===== src/rtl/alu_pkg.sv =====
// Shared definitions for the sequential ALU execution unit:
// the alu_funct code points, the FSM state encoding and a small decode helper.
package alu_pkg;

    typedef enum logic [2:0] {
        FnAnd = 3'b000,
        FnOr  = 3'b001,
        FnAdd = 3'b010,
        FnXor = 3'b011,
        FnSll = 3'b100,
        FnSrl = 3'b101,
        FnSub = 3'b110,
        FnSlt = 3'b111
    } alu_funct_e;

    typedef enum logic [1:0] {
        StIdle  = 2'b00,
        StShift = 2'b01,
        StDone  = 2'b10
    } state_e;

    function automatic logic is_shift(input logic [2:0] funct);
        return (funct == FnSll) || (funct == FnSrl);
    endfunction

endpackage


===== src/rtl/alu_seq_exec_if.sv =====
// Request/response bundle between pipeline control (master) and the execution unit (slave).
interface alu_seq_exec_if #(
    parameter int unsigned WIDTH = 32,
    parameter int unsigned SHW   = 5
);
    logic             start;
    logic [2:0]       alu_funct;
    logic [WIDTH-1:0] a;
    logic [WIDTH-1:0] b;
    logic [SHW-1:0]   shamt;
    logic [WIDTH-1:0] result;
    logic             zero;
    logic             overflow;
    logic             busy;
    logic             done;

    modport master (
        output start, alu_funct, a, b, shamt,
        input  result, zero, overflow, busy, done
    );

    modport slave (
        input  start, alu_funct, a, b, shamt,
        output result, zero, overflow, busy, done
    );
endinterface


===== src/rtl/alu_comb_core.sv =====
// Single-cycle logic/arithmetic core: AND/OR/ADD/XOR/SUB/SLT plus signed overflow.
// Shift codes are handled by the sequencer; they produce zero here.
module alu_comb_core
    import alu_pkg::*;
#(
    parameter int unsigned WIDTH = 32
) (
    input  logic [2:0]       alu_funct,
    input  logic [WIDTH-1:0] a,
    input  logic [WIDTH-1:0] b,
    output logic [WIDTH-1:0] result,
    output logic             overflow
);
    localparam int unsigned Msb = WIDTH - 1;

    logic [WIDTH-1:0] sum;
    logic [WIDTH-1:0] diff;
    logic             add_ovf;
    logic             sub_ovf;

    assign sum     = a + b;
    assign diff    = a - b;
    assign add_ovf = (a[Msb] == b[Msb]) && (sum[Msb] != a[Msb]);
    assign sub_ovf = (a[Msb] != b[Msb]) && (diff[Msb] != a[Msb]);

    always_comb begin
        result   = '0;
        overflow = 1'b0;
        case (alu_funct)
            FnAnd: result = a & b;
            FnOr:  result = a | b;
            FnXor: result = a ^ b;
            FnAdd: begin
                result   = sum;
                overflow = add_ovf;
            end
            FnSub: begin
                result   = diff;
                overflow = sub_ovf;
            end
            // Sign of the true difference survives wrap when corrected by the overflow bit.
            FnSlt: result = {{(WIDTH-1){1'b0}}, diff[Msb] ^ sub_ovf};
            default: begin
                result   = '0;
                overflow = 1'b0;
            end
        endcase
    end

endmodule


===== src/rtl/alu_seq_exec.sv =====
// Execution unit: one-cycle logic/arithmetic ops, iterative one-bit-per-clock shifts,
// with registered result/zero/overflow and busy/done handshake to pipeline control.
module alu_seq_exec
    import alu_pkg::*;
#(
    parameter int unsigned WIDTH = 32,
    parameter int unsigned SHW   = 5
) (
    input  logic          clk,
    input  logic          reset,
    alu_seq_exec_if.slave bus
);
    state_e           state_q, state_d;
    logic [WIDTH-1:0] shreg_q, shreg_d;
    logic [SHW-1:0]   cnt_q, cnt_d;
    logic             left_q, left_d;
    logic [WIDTH-1:0] result_q, result_d;
    logic             zero_q, zero_d;
    logic             ovf_q, ovf_d;

    logic             accept;
    logic             req_shift;
    logic [WIDTH-1:0] core_result;
    logic             core_ovf;
    logic [WIDTH-1:0] shifted;

    alu_comb_core #(
        .WIDTH (WIDTH)
    ) u_core (
        .alu_funct (bus.alu_funct),
        .a         (bus.a),
        .b         (bus.b),
        .result    (core_result),
        .overflow  (core_ovf)
    );

    // start is only honoured outside SHIFT; it is never queued.
    assign accept    = bus.start && (state_q != StShift);
    assign req_shift = is_shift(bus.alu_funct);
    assign shifted   = left_q ? (shreg_q << 1) : (shreg_q >> 1);

    // State register
    always_ff @(posedge clk) begin
        if (reset) begin
            state_q <= StIdle;
        end else begin
            state_q <= state_d;
        end
    end

    // Next-state logic
    always_comb begin
        state_d = state_q;
        case (state_q)
            StIdle, StDone: begin
                if (bus.start) begin
                    if (req_shift && (bus.shamt != '0)) begin
                        state_d = StShift;
                    end else begin
                        state_d = StDone;
                    end
                end else begin
                    state_d = StIdle;
                end
            end
            StShift: begin
                if (cnt_q == SHW'(1)) begin
                    state_d = StDone;
                end
            end
            default: state_d = StIdle;
        endcase
    end

    // Output logic
    always_comb begin
        bus.busy = (state_q == StShift);
        bus.done = (state_q == StDone);
    end

    assign bus.result   = result_q;
    assign bus.zero     = zero_q;
    assign bus.overflow = ovf_q;

    // Datapath next-state: result flags only change on a completion.
    always_comb begin
        shreg_d  = shreg_q;
        cnt_d    = cnt_q;
        left_d   = left_q;
        result_d = result_q;
        zero_d   = zero_q;
        ovf_d    = ovf_q;
        if (accept) begin
            if (req_shift) begin
                if (bus.shamt == '0) begin
                    result_d = bus.b;
                    zero_d   = (bus.b == '0);
                    ovf_d    = 1'b0;
                end else begin
                    shreg_d = bus.b;
                    cnt_d   = bus.shamt;
                    left_d  = (bus.alu_funct == FnSll);
                end
            end else begin
                result_d = core_result;
                zero_d   = (core_result == '0);
                ovf_d    = core_ovf;
            end
        end else if (state_q == StShift) begin
            shreg_d = shifted;
            cnt_d   = cnt_q - SHW'(1);
            if (cnt_q == SHW'(1)) begin
                result_d = shifted;
                zero_d   = (shifted == '0);
                ovf_d    = 1'b0;
            end
        end
    end

    always_ff @(posedge clk) begin
        if (reset) begin
            shreg_q  <= '0;
            cnt_q    <= '0;
            left_q   <= 1'b0;
            result_q <= '0;
            zero_q   <= 1'b0;
            ovf_q    <= 1'b0;
        end else begin
            shreg_q  <= shreg_d;
            cnt_q    <= cnt_d;
            left_q   <= left_d;
            result_q <= result_d;
            zero_q   <= zero_d;
            ovf_q    <= ovf_d;
        end
    end

endmodule

===== src/flat_wrapper.sv =====
// flat-port wrapper written by rule: the top's interface ports become plain ports
module alu_seq_exec_flat import alu_pkg::*;
#(
    parameter int unsigned WIDTH = 32,
    parameter int unsigned SHW   = 5
)
  (clk, reset, bus_start, bus_alu_funct, bus_a, bus_b, bus_shamt, bus_result, bus_zero, bus_overflow, bus_busy, bus_done);
  alu_seq_exec_if #(.WIDTH(WIDTH), .SHW(SHW)) bus_i ();
  input  logic clk;
  input  logic reset;
  input wire logic [$bits(bus_i.start)-1:0] bus_start;
  input wire logic [$bits(bus_i.alu_funct)-1:0] bus_alu_funct;
  input wire logic [$bits(bus_i.a)-1:0] bus_a;
  input wire logic [$bits(bus_i.b)-1:0] bus_b;
  input wire logic [$bits(bus_i.shamt)-1:0] bus_shamt;
  output wire logic [$bits(bus_i.result)-1:0] bus_result;
  output wire logic [$bits(bus_i.zero)-1:0] bus_zero;
  output wire logic [$bits(bus_i.overflow)-1:0] bus_overflow;
  output wire logic [$bits(bus_i.busy)-1:0] bus_busy;
  output wire logic [$bits(bus_i.done)-1:0] bus_done;
  assign bus_i.start = bus_start;
  assign bus_i.alu_funct = bus_alu_funct;
  assign bus_i.a = bus_a;
  assign bus_i.b = bus_b;
  assign bus_i.shamt = bus_shamt;
  assign bus_result = bus_i.result;
  assign bus_zero = bus_i.zero;
  assign bus_overflow = bus_i.overflow;
  assign bus_busy = bus_i.busy;
  assign bus_done = bus_i.done;
  alu_seq_exec #(.WIDTH(WIDTH), .SHW(SHW)) u_core (.clk(clk), .reset(reset), .bus(bus_i));
endmodule

===== config.mk =====
export PLATFORM = sky130hd
export DESIGN_NAME = alu_seq_exec_flat
export DESIGN_NICKNAME = d
export VERILOG_FILES = /design/src/rtl/alu_pkg.sv /design/src/rtl/alu_seq_exec_if.sv /design/src/rtl/alu_comb_core.sv /design/src/rtl/alu_seq_exec.sv /design/src/flat_wrapper.sv
export SDC_FILE = /design/constraint.sdc
export NUM_CORES = 1
export LEC_CHECK = 0
export BUFFER_PORTS_ARGS = -buffer_cell sky130_fd_sc_hd__buf_2
export CAP_MARGIN = 20
export CORE_MARGIN = 5
export CORE_UTILIZATION = 62
export CTS_BUF_LIST = sky130_fd_sc_hd__clkbuf_8
export CTS_CLUSTER_DIAMETER = 80
export DETAILED_ROUTE_END_ITERATION = 10
export HOLD_SLACK_MARGIN = 0.05
export PLACE_DENSITY = 0.87
export SETUP_SLACK_MARGIN = 0.1
export SLEW_MARGIN = 30
export SYNTH_ARGS = -nofsm -noshare
export SYNTH_HDL_FRONTEND = slang
export SYNTH_SLANG_ARGS = --single-unit

===== constraint.sdc =====
create_clock -name clk -period 4.9 [get_ports clk]
set_input_delay 0 -clock clk [delete_from_list [all_inputs] [get_ports clk]]
set_output_delay 0 -clock clk [all_outputs]
set_load 0.01 [all_outputs]

# Word level (Yosys, flattened, before mapping)
# Cells that the tools add are included.
# word_totals
regBits,74
latchBits,0
ramBits,0
romBits,0
word_cells,82
mem_count,0
# op_classes
add_sub_neg,3
n_mul,0
n_div,0
n_lt_le_gt_ge,0
eq_ne,19
n_shift,0
n_mux,30
n_bitwise,5
reduce_logical,18
# ops
operator,count
2-to-1 mux 32 bit,10
case mux 32 bit (6 select lines),1
zero test 32 bit,3
adder 32 bit,1
AND 32 bit,1
OR 32 bit,1
subtractor 32 bit,1
bitwise XOR 32 bit,1
2-to-1 mux 5 bit,4
"equality test 3 bit, second input constant",4
2-to-1 mux 1 bit,10
AND reduction 3 bit,3
"equality test 3 x 2 -> 1 bit, second input constant",2
2-to-1 mux 2 bit,3
"equality test 5 x 1 -> 1 bit, second input constant",1
zero test 5 bit,1
nonzero test 5 bit,1
"subtractor 5 x 1 -> 5 bit, second input constant",1
logical AND 1 bit,4
"inequality test 2 x 1 -> 1 bit, second input constant",2
"inequality test 2 bit, second input constant",2
case mux 2 bit (2 select lines),1
nonzero test 2 bit,2
"equality test 3 x 1 -> 1 bit, second input constant",1
12 further kinds,14

# Depth between registers and ports, before layout
# logic_depth
word_depth,8
ltp_mapped,24
ltp_nobuf,23

# By module
# A second synthesis with hierarchy kept.
# unflattened
cells_unflattened,1370
area_unflattened_um2,9482.8
# by_module_without_submodules
module,instances,cells_per_inst,area_each_um2,seq_area_each_um2
alu_comb_core,1,802,5360.1,0.0
alu_seq_exec,1,568,4122.7,1481.4

# Least setup slack after synthesis
# No wires, ideal clock.
# synth_timing
kind,input to register
startpoint,input bus_b[12]
endpoint,"register u_core.zero_q, in the netlist u_core.bus.zero"
setup_ns,0.096
arrival_time_ns,4.038
t_required_ns,4.804
setup_slack_ns,0.766
path_stages,24
path_cell_list,inv_1 > ha_1 > clkbuf_1 > inv_1 > a21oi_1 > o311ai_0 > nor3_1 > o31ai_1 > a311o_1 > a21oi_1 > nor2_1 > nor2_1 > fa_1 > nand3_1 > o21ai_0 > a221oi_1 > nand3_1 > a211oi_2 > nand4_1 > nor4_2 > nand4_1 > nor4_2 > nand4b_1 > o41ai_2
# synth_between
elab_chain_cells,8
word_cells_on_any_way,14
classes_between,2 x add/sub; 1 x eq/ne; 4 x mux; 4 x bitwise; 3 x reduce/logical
# synth_rtl
element,line_no,rtl
from (decl),flat_wrapper.sv:14,input wire logic [$bits(bus_i.b)-1:0] bus_b;
subtractor 32 bit,alu_comb_core.sv:22,assign diff = a - b;
inequality test 1 bit,alu_comb_core.sv:24,assign sub_ovf = (a[Msb] != b[Msb]) && (diff[Msb] != a[Msb]);
logical AND 1 bit,alu_comb_core.sv:24,
bitwise XOR 1 bit,alu_comb_core.sv:42,"FnSlt: result = {{(WIDTH-1){1'b0}}, diff[Msb] ^ sub_ovf};"
case mux 32 bit (6 select lines),alu_comb_core.sv:29,case (alu_funct)
zero test 32 bit,alu_seq_exec.sv:106,zero_d = (core_result == '0);
2-to-1 mux 1 bit (*),alu_seq_exec.sv:94,if (req_shift) begin
2-to-1 mux 1 bit (*),alu_seq_exec.sv:93,if (accept) begin
to (signal assigned),alu_seq_exec.sv:133,zero_q <= zero_d;
to (decl),alu_seq_exec.sv:18,"logic zero_q, zero_d;"
# Every way passes the cells marked *; elsewhere a longest branch is shown, timed or not. The select of a mux whose other input is x is not followed.
# A chain may end at the register's enable or synchronous reset.

# Final worst setup path
# layout_timing
startpoint,input bus_b[23]
endpoint,"register u_core.zero_q, in the netlist u_core.bus.zero"
# The elaborated chain is that of the path after synthesis.

==> metrics <==
status=finished, final reports clean; grt total ovfl=0; # rows=between 40 and 50; fin crit share=0.914; die area=0.0183 mm²; drt first pass iters=9; kind of critical path=in -> reg; R2R Path End=u_core.bus.zero$_SDFFE_PP0P_; Layout area overhead=12.2%; worst r2r path cells=12; drt drc=0; Unique masters post-synth=a little under 80; Post-synth EDFFs=0; crit-path max FO=4; worst hold start=bus_b[3]; Adder-Cell Fraction of Synth Area=0.138; compound-gate portion of the synthesized area=0.337; setup slack, reg-to-reg=0.95 ns; Pwr Density=217 mW/mm²; Buffers on Ports=110; Cells after Synth=roughly 1,400; placed inst area=0.0106 mm²; Hold Fails Final Rpt=0; initial antenna violation count=0; Max clock buf depth=2; Yosys warnings=0; CTS Root Cell=clkbuf_8; Post-Synth Simple-Gate Area=0.223; GPL Wtd Cong=approximately 1.1; via count=about 12,000; fraction of synthesized area in multiplexers=0.0514; Hold WC Path Type=in -> reg; vias in the first global route=10,922; Worst-path clk slew=0.08 ns; initial core utilization=0.636; Worst-Skew Late Latency=~0.36 ns; Total GRT Usage=0.413; sequential area share after synthesis=0.152; initial drt markers=1,916; Clock H-tree levels=3; Vias/cell=slightly below 7; Fill cells=about 1,300; flops & latches, synth=74; crit end category=flip-flop; Post-DP HPWL=30,000 µm; total routed wirelength=around 39,000 µm; wire length on met2=around 17,000 µm; CORE AREA=roughly 0.015 mm²; max-slew violations=0; Setup crit start kind=input pin; Most used DFF post-synth=dfxtp_1; Reg-to-Reg Start=u_core.left_q$_SDFFE_PP0P_; area of the multi-input gates=~0.0075 mm²; setup TNS=0 ns; CTS tree=built; main combinational cell family by area after synthesis=compound AO/OA/AOI/OAI gates; synthesized cell area=0.00974 mm²; Die Y=approximately 140 µm; max-cap violations=0; Pleak=between 4 and 5 nW; Routed Antenna Nets=0; Final Skew=0.00603 ns; crit path DAT=4.73 ns; met3 routed WL=roughly 5400 µm; Mapped Nets=1,601; global-route wire length before repair=~60,000 µm; layout net count=1,687; Num CTS Buffers=9; WL per Instance=approximately 23 µm; peak supply drop=around 0.22 mV; Endpoint, Worst Hold=u_core.shreg_q[3]$_SDFFE_PP0P_; antenna fix cells=0; DR top layer=met4; Worst EP required=approximately 5.2 ns; Synth Area per Inst=between 6 and 7 µm²; post-route cell area=0.0109 mm²; XOR/XNOR Fraction of Synth Area=0.0189; worst slew pin tran=~1.1 ns; worst hold slack=0.0604 ns; Setup Viol. Count Final=0; die width=~140 µm; unrepaired setup endpoints after global routing=no; Slew headroom=0.268; Placement Setup Slack=-0.0135 ns; routed length on met1=between 10,000 and 15,000 µm; clock sinks=74; Hold Path Depth=3; Final min period=4.48 ns; # IOs=around 110; layout cells sized above 1=0.140; Seq. cell area=approximately 0.0015 mm²; setup ws final=roughly 0.42 ns; largest net degree at the start of global routing=75; fraction of registers with async set/reset=0; Util after Layout=0.714; Max Clk Rate=223 MHz
==> timing repair <==
action / in CTS / in global routing
buffers inserted: 0 / 4
endpoints found under the setup margin: 0 / 1
hold buffers: 6 / 0
endpoints found under the hold margin: 5 / 0
resized for setup: 0 / 7
==> flip-flops by register name, indices dropped and copies added, names as in the netlist <==
name	count
u_core.bus.result	32
u_core.shreg_q	32
u_core.cnt_q	5
u_core.state_q	2
u_core.bus.overflow	1
u_core.bus.zero	1
u_core.left_q	1
==> stage by stage <==
stage,power (mW),instances
final,2.37,1722
after global routing,2.48,1722
after CTS,2.31,1718
after detailed placement,1.79,1696
after global placement,1.77,1696
after floorplan,1.41,1420
==> logic make-up after synthesis <==
group           after synthesis
fa+ha+maj                   106
xor+xnor                     21
simple gates                467
flops                        74
compound gates              502
mux                          48
buf+inv                     202
==> critical path, stage by stage <==
cell	delay, ns
dlygate4sd3_1	0.52
buf_2	0.17
clkinvlp_4	0.12
ha_1	0.31
or2_2	0.32
a21oi_1	0.15
a21oi_1	0.10
o21bai_2	0.19
a311o_1	0.23
a21oi_1	0.08
nor2_1	0.09
nor2_1	0.06
fa_1	0.35
nand3_1	0.07
o21ai_0	0.10
a221oi_2	0.31
nand3_1	0.12
a211oi_2	0.23
nand4_1	0.14
nor4_2	0.18
nand4_1	0.14
nor4_2	0.21
nand4b_1	0.16
o41ai_2	0.38
==> cells in the final DEF, fill, tap and decap left out, types with 7 or more instances in the layout <==
cell,netlist,final
a211o_1,14,14
a211oi_1,35,35
a21o_1,27,27
a21oi_1,173,171
a22oi_1,16,16
a31oi_1,11,11
and3_1,7,7
buf_2,5,110
buf_4,0,56
clkbuf_8,0,9
dfxtp_1,74,73
ha_1,103,103
inv_1,104,104
mux2i_1,41,41
nand2_1,127,126
nand2b_1,13,13
nand3_1,33,33
nand4_1,21,21
nor2_1,153,152
nor2b_1,18,18
nor3_1,39,39
nor4_1,19,19
o211ai_1,35,35
o21a_1,7,7
o21ai_0,69,69
o21bai_1,8,7
o221ai_1,7,7
o22ai_1,10,10
o31ai_1,17,16
or3_1,7,7
xnor2_1,19,19
==> synthesized netlist by cell type (7+ instances only) <==
library cell	count	area, µm²
a21oi_1	173	866
nor2_1	153	574
nand2_1	127	477
inv_1	104	390
ha_1	103	1290
clkbuf_1	83	312
dfxtp_1	74	1480
o21ai_0	69	345
mux2i_1	41	410
nor3_1	39	195
a211oi_1	35	263
o211ai_1	35	263
nand3_1	33	165
a21o_1	27	203
nand4_1	21	131
nor4_1	19	119
xnor2_1	19	166
nor2b_1	18	113
o31ai_1	17	128
a22oi_1	16	120
a211o_1	14	123
nand2b_1	13	81.3
a31oi_1	11	68.8
o22ai_1	10	62.6
buf_1	8	30.0
o21bai_1	8	60.1
o311ai_0	8	70.1
and3_1	7	43.8
o21a_1	7	52.6
o221ai_1	7	61.3
or3_1	7	43.8
==> worst max-delay path by stage <==
stage | from | to | slack (ns) | cells after the start
3_3_place_gp | bus_b[1] | u_core.bus.zero$_SDFFE_PP0P_ | 0.28 | 24
6_report | bus_b[23] | u_core.bus.zero$_SDFFE_PP0P_ | 0.42 | 24
3_5_place_dp | bus_b[1] | u_core.bus.zero$_SDFFE_PP0P_ | -0.01 | 24
4_1_cts | bus_b[23] | u_core.bus.zero$_SDFFE_PP0P_ | 0.28 | 24
5_1_grt | bus_b[23] | u_core.bus.zero$_SDFFE_PP0P_ | 0.09 | 24
2_1_floorplan | bus_b[12] | u_core.bus.zero$_SDFFE_PP0P_ | 0.77 | 24
==> final cells by class <==
type,instances,share of cell area
well taps,211,0.0242
repair buffers,172,0.0943
multi-input cells,1144,0.689
inverters,105,0.0364
flip-flops and latches,74,0.136
clock inverters,7,0.00859
clock buffers,9,0.0113
==> report_power, final <==
group,switching [mW],total (mW),internal (mW)
sequential,0.0343,0.676,0.642
combinational,0.751,1.16,0.413
clock,0.248,0.535,0.287
==> routing by layer <==
| metal | vias to the layer above | global-route usage |
|---|---|---|
| met5 | - | 0 |
| met4 | 0 | 0.183 |
| met3 | 209 | 0.103 |
| met2 | 932 | 0.644 |
| met1 | 5421 | 0.540 |
| li1 | 5347 | - |
(Power assumes the default switching activity.)
